--- src/rtl/isa_pkg.sv ---
// rtl/isa_pkg.sv - shared types and constants for the branch target buffer
package isa_pkg;

  // 2-bit branch direction counter; bit 1 set means predict taken
  typedef enum logic [1:0] {
    SNT = 2'd0,
    WNT = 2'd1,
    WT  = 2'd2,
    ST  = 2'd3
  } pred_state_t;

  // Default direct-mapped table depth
  localparam int BTB_NUM_ENTRIES_DEFAULT = 16;

  // Word-aligned PCs: the low two bits never reach index or tag
  localparam int PC_W      = 32;
  localparam int PC_WORD_W = PC_W - 2;

  // True when a counter state predicts taken
  function automatic logic pred_taken(input pred_state_t s);
    return s[1];
  endfunction

endpackage

--- src/rtl/btb_if.sv ---
// rtl/btb_if.sv - fetch lookup and branch-unit update bundle for the BTB
interface btb_if;
  import isa_pkg::*;

  // Fetch-side lookup
  logic [PC_W-1:0] fetch_pc;
  logic            btb_hit;
  logic            predicted_outcome;
  logic [PC_W-1:0] predicted_pc;

  // Branch-unit update and table maintenance
  logic            flush;
  logic            update_btb;
  logic [PC_W-1:0] update_pc;
  logic [PC_W-1:0] branch_target;
  logic            branch_outcome;

  // Requester side: drives PCs and updates, receives predictions
  modport master (
    output fetch_pc,
    output flush,
    output update_btb,
    output update_pc,
    output branch_target,
    output branch_outcome,
    input  btb_hit,
    input  predicted_outcome,
    input  predicted_pc
  );

  // Table side: consumes PCs and updates, produces predictions
  modport slave (
    input  fetch_pc,
    input  flush,
    input  update_btb,
    input  update_pc,
    input  branch_target,
    input  branch_outcome,
    output btb_hit,
    output predicted_outcome,
    output predicted_pc
  );

endinterface

--- src/rtl/btb_core.sv ---
// rtl/btb_core.sv - direct-mapped flop table with combinational lookup
module btb_core
  import isa_pkg::*;
#(
  parameter int NUM_ENTRIES = BTB_NUM_ENTRIES_DEFAULT
) (
  input  logic    CLK,
  input  logic    nRST,
  btb_if.slave    bus
);

  localparam int IDX_W = $clog2(NUM_ENTRIES);
  localparam int TAG_W = PC_WORD_W - IDX_W;

  // Table storage
  logic              r_valid  [NUM_ENTRIES];
  logic [TAG_W-1:0]  r_tag    [NUM_ENTRIES];
  logic [PC_W-1:0]   r_target [NUM_ENTRIES];
  pred_state_t       r_ctr    [NUM_ENTRIES];

  // Lookup path
  logic [IDX_W-1:0]  w_f_idx;
  logic [TAG_W-1:0]  w_f_tag;
  logic              w_f_hit;
  pred_state_t       w_f_ctr;
  logic              w_f_taken;
  logic [PC_W-1:0]   w_f_seq_pc;

  // Update path
  logic [IDX_W-1:0]  w_u_idx;
  logic [TAG_W-1:0]  w_u_tag;
  logic              w_u_hit;
  pred_state_t       w_u_ctr;
  pred_state_t       w_u_ctr_next;

  // Instruction PCs are word aligned; the low bits carry no information
  logic              w_unused_pc_lsbs;
  assign w_unused_pc_lsbs = ^{bus.fetch_pc[1:0], bus.update_pc[1:0]};

  assign w_f_idx    = bus.fetch_pc[IDX_W+1:2];
  assign w_f_tag    = bus.fetch_pc[PC_W-1:IDX_W+2];
  assign w_f_hit    = r_valid[w_f_idx] && (r_tag[w_f_idx] == w_f_tag);
  assign w_f_ctr    = r_ctr[w_f_idx];
  assign w_f_taken  = w_f_hit && pred_taken(w_f_ctr);
  // Wraps naturally at 2^32
  assign w_f_seq_pc = bus.fetch_pc + 32'd4;

  // Lookup reads the registered table only, so a same-cycle update is not bypassed
  assign bus.btb_hit           = w_f_hit;
  assign bus.predicted_outcome = w_f_taken;
  assign bus.predicted_pc      = w_f_taken ? r_target[w_f_idx] : w_f_seq_pc;

  assign w_u_idx = bus.update_pc[IDX_W+1:2];
  assign w_u_tag = bus.update_pc[PC_W-1:IDX_W+2];
  assign w_u_hit = r_valid[w_u_idx] && (r_tag[w_u_idx] == w_u_tag);
  assign w_u_ctr = r_ctr[w_u_idx];

  sat_counter2 u_sat_counter2 (
    .state      (w_u_ctr),
    .taken      (bus.branch_outcome),
    .next_state (w_u_ctr_next)
  );

  // Sole writer of the table: reset, flush (wins over update), then hit-train or miss-allocate
  always_ff @(posedge CLK or negedge nRST) begin
    if (!nRST) begin
      for (int i = 0; i < NUM_ENTRIES; i++) begin
        r_valid[i] <= 1'b0;
        r_ctr[i]   <= WNT;
      end
    end else if (bus.flush) begin
      for (int i = 0; i < NUM_ENTRIES; i++) begin
        r_valid[i] <= 1'b0;
      end
    end else if (bus.update_btb) begin
      if (w_u_hit) begin
        r_ctr[w_u_idx] <= w_u_ctr_next;
        if (bus.branch_outcome) begin
          r_target[w_u_idx] <= bus.branch_target;
        end
      end else if (bus.branch_outcome) begin
        r_valid[w_u_idx]  <= 1'b1;
        r_tag[w_u_idx]    <= w_u_tag;
        r_target[w_u_idx] <= bus.branch_target;
        r_ctr[w_u_idx]    <= WT;
      end
    end
  end

endmodule

--- src/rtl/sat_counter2.sv ---
// rtl/sat_counter2.sv - 2-bit saturating direction counter next-state
module sat_counter2
  import isa_pkg::*;
(
  input  pred_state_t state,
  input  logic        taken,
  output pred_state_t next_state
);

  // Step toward ST on taken, toward SNT on not-taken, holding at the ends
  always_comb begin
    next_state = state;
    case (state)
      SNT:     next_state = taken ? WNT : SNT;
      WNT:     next_state = taken ? WT  : SNT;
      WT:      next_state = taken ? ST  : WNT;
      ST:      next_state = taken ? ST  : WT;
      default: next_state = state;
    endcase
  end

endmodule

--- src/rtl/btb.sv ---
// rtl/btb.sv - branch target buffer top: flat ports onto the internal bundle
module btb
  import isa_pkg::*;
#(
  parameter int NUM_ENTRIES = BTB_NUM_ENTRIES_DEFAULT
) (
  input  logic            CLK,
  input  logic            nRST,
  input  logic [PC_W-1:0] fetch_pc,
  input  logic            flush,
  input  logic            update_btb,
  input  logic [PC_W-1:0] update_pc,
  input  logic [PC_W-1:0] branch_target,
  input  logic            branch_outcome,
  output logic            btb_hit,
  output logic            predicted_outcome,
  output logic [PC_W-1:0] predicted_pc
);

  btb_if w_bus ();

  assign w_bus.fetch_pc       = fetch_pc;
  assign w_bus.flush          = flush;
  assign w_bus.update_btb     = update_btb;
  assign w_bus.update_pc      = update_pc;
  assign w_bus.branch_target  = branch_target;
  assign w_bus.branch_outcome = branch_outcome;

  assign btb_hit           = w_bus.btb_hit;
  assign predicted_outcome = w_bus.predicted_outcome;
  assign predicted_pc      = w_bus.predicted_pc;

  btb_core #(
    .NUM_ENTRIES (NUM_ENTRIES)
  ) u_btb_core (
    .CLK  (CLK),
    .nRST (nRST),
    .bus  (w_bus)
  );

endmodule

--- config.mk ---
export PLATFORM = sky130hd
export DESIGN_NAME = btb
export DESIGN_NICKNAME = d
export VERILOG_FILES = /design/src/rtl/isa_pkg.sv /design/src/rtl/btb_if.sv /design/src/rtl/btb_core.sv /design/src/rtl/sat_counter2.sv /design/src/rtl/btb.sv
export SDC_FILE = /design/constraint.sdc
export NUM_CORES = 1
export LEC_CHECK = 0
export BUFFER_PORTS_ARGS = -buffer_cell sky130_fd_sc_hd__buf_2
export CORE_AREA = 4 4 284 286
export DETAILED_ROUTE_END_ITERATION = 10
export DIE_AREA = 0 0 288 290
export PLACE_DENSITY = 0.75
export SLEW_MARGIN = 20
export SYNTH_ARGS = -nofsm -noshare
export SYNTH_HDL_FRONTEND = slang
export SYNTH_HIERARCHICAL = 1
export SYNTH_SLANG_ARGS = --single-unit
--- constraint.sdc ---
create_clock -name CLK -period 3.38 [get_ports CLK]
set_input_delay 0 -clock CLK [delete_from_list [all_inputs] [get_ports CLK]]
set_output_delay 0 -clock CLK [all_outputs]
set_load 0.03 [all_outputs]
Word level (Yosys, flattened, before mapping)
Memory sizes are Yosys's and may differ from the RTL's.
Cells that the tools add are included.
{ "totals": {"ff_bits": 48, "latchBits": 0, "ramBits": 928, "mem_bits_ro": 0, "inputBits": 101, "word_cells": 103, "memories": 2} }
{ "classes": {"addsub": 1, "multipliers": 0, "n_div": 0, "n_lt_le_gt_ge": 3, "n_eq_ne": 6, "shifts": 0, "n_mux": 39, "n_bitwise": 8, "reduce_logical": 12} }
{ "memory_table": {"columns": ["name", "depth", "word_bits", "rd", "rd_clocked_by_memory_dff", "wr", "line_no", "source"], "rows": [
  ["u_btb_core.r_target", 16, 32, 1, 0, 1, "btb_core.sv:18", "logic [PC_W-1:0] r_target [NUM_ENTRIES];"],
  ["u_btb_core.r_tag", 16, 26, 2, 0, 1, "btb_core.sv:17", "logic [TAG_W-1:0] r_tag [NUM_ENTRIES];"]
]} }
{ "ops": {"columns": ["cell", "count"], "rows": [
  ["two-way mux 32 bit", 4],
  ["two-way mux 16 bit", 4],
  ["== test 26 bit", 2],
  ["adder 32 x 3 -> 32 bit (second input constant)", 1],
  ["bitwise mux 32 bit", 1],
  ["OR 16 bit", 2],
  ["AND 16 bit", 1],
  ["binary-select mux 2 bit (select 4 bit)", 2],
  ["two-way mux 1 bit", 16],
  ["inverter 16 bit", 1],
  ["two-way mux 2 bit", 7],
  [">= comparator 5 bit (second input constant)", 2],
  ["inverter 4 -> 5 bit", 2],
  ["binary-select mux 1 bit (select 4 bit)", 2],
  ["demux 2 bit (select 4 bit)", 1],
  ["case mux 2 bit (4 select lines)", 1],
  ["logical AND 1 bit", 6],
  ["AND reduction 3 bit", 2],
  ["nonzero test 2 bit", 3],
  ["less-than comparator 5 x 1 -> 1 bit (second input constant)", 1],
  ["demux 1 bit (select 4 bit)", 1],
  ["== test 2 bit (second input constant)", 2],
  ["== test 2 x 1 -> 1 bit (second input constant)", 1],
  ["logical NOT 2 bit", 1],
  ["other kinds (3)", 3]
]} }

Longest topological paths before layout
{ "logic_depth": {"ltp_word": 11, "ltp_mapped": 15} }

By module
The synthesis kept the hierarchy.
{ "by_module_without_submodules": {"columns": ["module", "instances", "cells_each", "area_each_um2", "seq_area_each_um2"], "rows": [
  ["btb_core", 1, 2253, 43513.0, 29087.9],
  ["sat_counter2", 1, 3, 26.3, 0.0]
]} }

Least setup slack after synthesis
OpenSTA, ideal clock, no wires.
{ "synth_path": {"kind": "input port to flip-flop", "from": "input update_pc[3]", "to": "memory u_btb_core/r_tag[10][0] (netlist bit) (enable)", "setup_ps": 409, "arrival_time_ps": 3589, "slack_ps": -617, "stages": 14, "path_buffers": 6, "path_cell_list": "buf_2 > buf_6 > buf_4 > buf_4 > mux4_2 > mux2i_1 > xnor2_1 > nor2_1 > a22oi_1 > nor3_4 > or2_1 > buf_4 > buf_6 > nor2_1"} }
{ "synth_between": {"elab_chain_cells": 10, "elab_cells_between_ends": 12} }
{ "synth_rtl": {"columns": ["item", "line_no", "source"], "rows": [
  ["from (decl)", "btb.sv:12", "input logic [PC_W-1:0] update_pc,"],
  ["branches (longest 10 deep; another with memory (16 x 26 bit))", null, null],
  ["to (decl)", "btb_core.sv:17", null]
]} }
Several ways; the timed one is not identified. The select of a mux whose other input is x is not followed.

==> results.ini <==
[status]
status=finished with violations
violations=negative setup slack

[worst_setup_path]
rr_endpoint=u_btb_core/r_tag[2][7]$_DFFE_PP_
r2r_cells=15
slowest_stage=mux4_2
cp-end-kind=primary output
arrival_ns=3.97
critPathLaunchType=flip-flop
critical_path_buf_inv_count=4
r2r_slack_ns=-0.44
critical_path_class=flip-flop to primary output
slowest_delay_ns=0.53
path_cells=mux4_2 > xnor2_2 > nand4_1 > o311ai_2 > a21bo_2 > a2111oi_4 > nand4_1 > buf_6 > buf_12 > buf_12 > mux2_4 > buf_6
cp_top_family=compound AO/OA/AOI/OAI gates
critPathMaxFanout=8
r2r_start=u_btb_core/r_tag[12][10]$_DFFE_PP_
cp.required_ns=3.38
cp-startpoint=u_btb_core/r_tag[3][4]$_DFFE_PP_

[sta]
setup_viol=450
hold_viol=0
relSlewSlack=0.244
slew_violations=0
period_needed_ns=3.97
totalNegativeSetupSlack_ns=-131.98
fin_crit_sh=1.17
fmax_ghz=0.252
hold_ws_ns=0.132
finalClockSkew_ns=0.0482
rsz0062_at_grt=yes
worst_slew_pin_slew_ns=1.13
layout_setup_ws_ns=-0.587

[final_layout]
final_common_cell=edfxtp_1
drive_gt1_frac=0.407
area_growth_pct=23.9
fin_cells=3929
fillCellCount=4899
final_cell_mix=edfxtp_1, mux4_2, buf_4, mux2i_1, clkbuf_16
multi_input_area_mm2=0.0139
seqCellArea_mm2=0.0291
fin_nets=2896

[global_routing]
groute.usage.overall=0.319
antenna_found_initial=13
grt_pass1_vias=27339
grt_overflow=0
grt_pass1_wl_um=192000
grt_max_degree=102

[power_and_ir_drop]
power.net_switching_w=0.00612
seqPwrFrac=0.501
power_density_mw_per_mm2=498
leakage_nw=18.4
power_w=0.0269
p_sw_frac=0.228
p_clk_frac=0.408
p_int_w=0.0207
power_frac_comb=0.091
ir_worst_vdd_mv=0.529

[place]
place_congestion=0.986
placed_cells=3618
place_ws_ns=-0.523
place_hpwl_um=80900
port_buffers=132

[yosys]
synth_flop_cell=edfxtp_1
synth-xor-area-share=0.0217
yosysUniqueCellTypes=71
synth-compound-area-share=0.0301
syn_nets=2358
synth_edf_count=928
synth_top_area_share=0.640
yosysWarningCount=6
syn_avg_cell_area_um2=19.3
syn_area_mm2=0.0435
synth_mux_area_frac=0.225
syn-instance-count=2256
synth_async_sr_flop_share=0.0492
yosysTopAreaCell=edfxtp_1
synth_top_family_by_area=multiplexers
synthSimpleGateAreaFrac=0.0306
synth.area.top_cells=edfxtp_1, mux4_2, mux2i_1
synth_fa_ha_area_frac=0.000805
ys_seq_area_frac=0.668
ys_seq_elements=976

[detailed_routing]
initialDrtViolationCount=3524
antenna_left=0
vias_per_cell=6.83
dr_total_vias=26832
drc_errors=0
wire_per_inst_um=34.0
drt-total-wl_um=134000
drt_first_pass_iters=6

[clock_network]
cts_buffers=97
clk-insertion-delay-late_ns=0.69
clkTransAtPathRegs_ns=0.06
cts_tree=done
cts_buffer_depth=3
clock_sinks=976
cts_root_buf=clkbuf_16
htreeDepth=3

[job]
maxCapViolCount=0

[hold_path]
min_from=update_pc[4]
hold_class=primary input to flip-flop
hold_end=u_btb_core/r_ctr[25]$_DFFE_PN0P_
hold_depth=4

[floorplan]
start_util=0.556
pin_count=135
die_w_um=288
rows=103
chipHeight_um=290
die_area_mm2=0.0835
core-area_mm2=0.0784

[worst register-to-register path, stage by stage, from the launching register on]
cell and delay, ns:
edfxtp_1 0.43, buf_6 0.15, mux4_2 0.47, mux2i_1 0.19, xor2_1 0.30, o2111ai_1 0.16, o32a_1 0.22, or4_4 0.47
nor3_4 0.18, or2_4 0.24, buf_12 0.13, buf_16 0.12, buf_12 0.11, nor2_4 0.07, buf_6 0.17, buf_12 0.14
[cell type report]
class	count	share of cell area
flip-flops and latches	976	0.539
multi-input cells	1069	0.258
repair buffers	589	0.114
clock buffers	114	0.0462
well taps	1050	0.0244
clock inverters	60	0.0137
inverters	61	0.00427
diodes	10	0.000464
[metal layers]
layer | vias up | routed length [um] | global-route usage
met3 | 459 | 15900 | 0.0869
met1 | 13801 | 45800 | 0.417
li1 | 10477 | - | -
met2 | 2089 | 64400 | 0.502
met5 | - | 51 | 0
met4 | 6 | 7400 | 0.153
[cell usage after synthesis (all sizes together), types with 16 or more instances]
cell type  number
edfxtp        928
mux4          359
mux2i         121
buf            95
xnor2          76
nor2           62
inv            60
nand2          58
clkbuf         55
mux2           46
dfrtp          32
xor2           32
nor3           30
nand3          25
o22ai          22
a21oi          21
a2bb2oi        18
o32ai          18
nand4          17
dfstp          16
nor2b          16
o21ai          16
[registers in the layout, summed over array words and instances (netlist names)]
signal               cells
u_btb_core/r_tag       416
u_btb_core/r_ctr        32
u_btb_core/r_valid      16
u_btb_core/r_target    512
[worst max-delay path by stage]
| stage | end | slack [ns] | cells after the start |
|---|---|---|---|
| after global routing | predicted_pc[23] | -0.64 | 12 |
| after detailed placement | u_btb_core/r_tag[12][0]$_DFFE_PP_ | -0.52 | 13 |
| after global placement | u_btb_core/r_tag[1][23]$_DFFE_PP_ | -0.66 | 11 |
| after floorplan | u_btb_core/r_tag[7][0]$_DFFE_PP_ | -0.22 | 14 |
| after CTS | predicted_pc[23] | -0.55 | 13 |
| final | predicted_pc[23] | -0.59 | 12 |
[metrics by stage]
step / utilization / instance area (um2)
floorplan: - / 43600
global placement: 0.616 / 48200
detailed placement: 0.618 / 48400
CTS: 0.686 / 53700
global route: 0.688 / 53900
finish: 0.689 / 54000
[cell families after synthesis]
group | after synthesis
buffers and inverters | 211
XOR/XNOR | 108
multiplexers | 526
AND/OR/NAND/NOR | 256
AO/OA/AOI/OAI | 176
adder cells (fa/ha/maj) | 3
flip-flops | 976
[power groups by stage]
stage	logic [W]	clock network (W)	registers (W)
after floorplan	0.00131	0	0.0137
after global placement	0.00218	0	0.0137
after detailed placement	0.00223	0	0.0137
after CTS	0.00240	0.0111	0.0134
after global routing	0.00256	0.0117	0.0134
final	0.00245	0.0110	0.0134
[timing repair]
action / in CTS / in global routing
setup endpoints to repair: 423 / 482
hold buffers: 63 / 0
endpoints found under the hold margin: 1008 / 0
setup buffers: 34 / 22
cloned: 24 / 2
pin swaps: 25 / 19
gates resized for setup: 155 / 77
(Power assumes the default switching activity.)
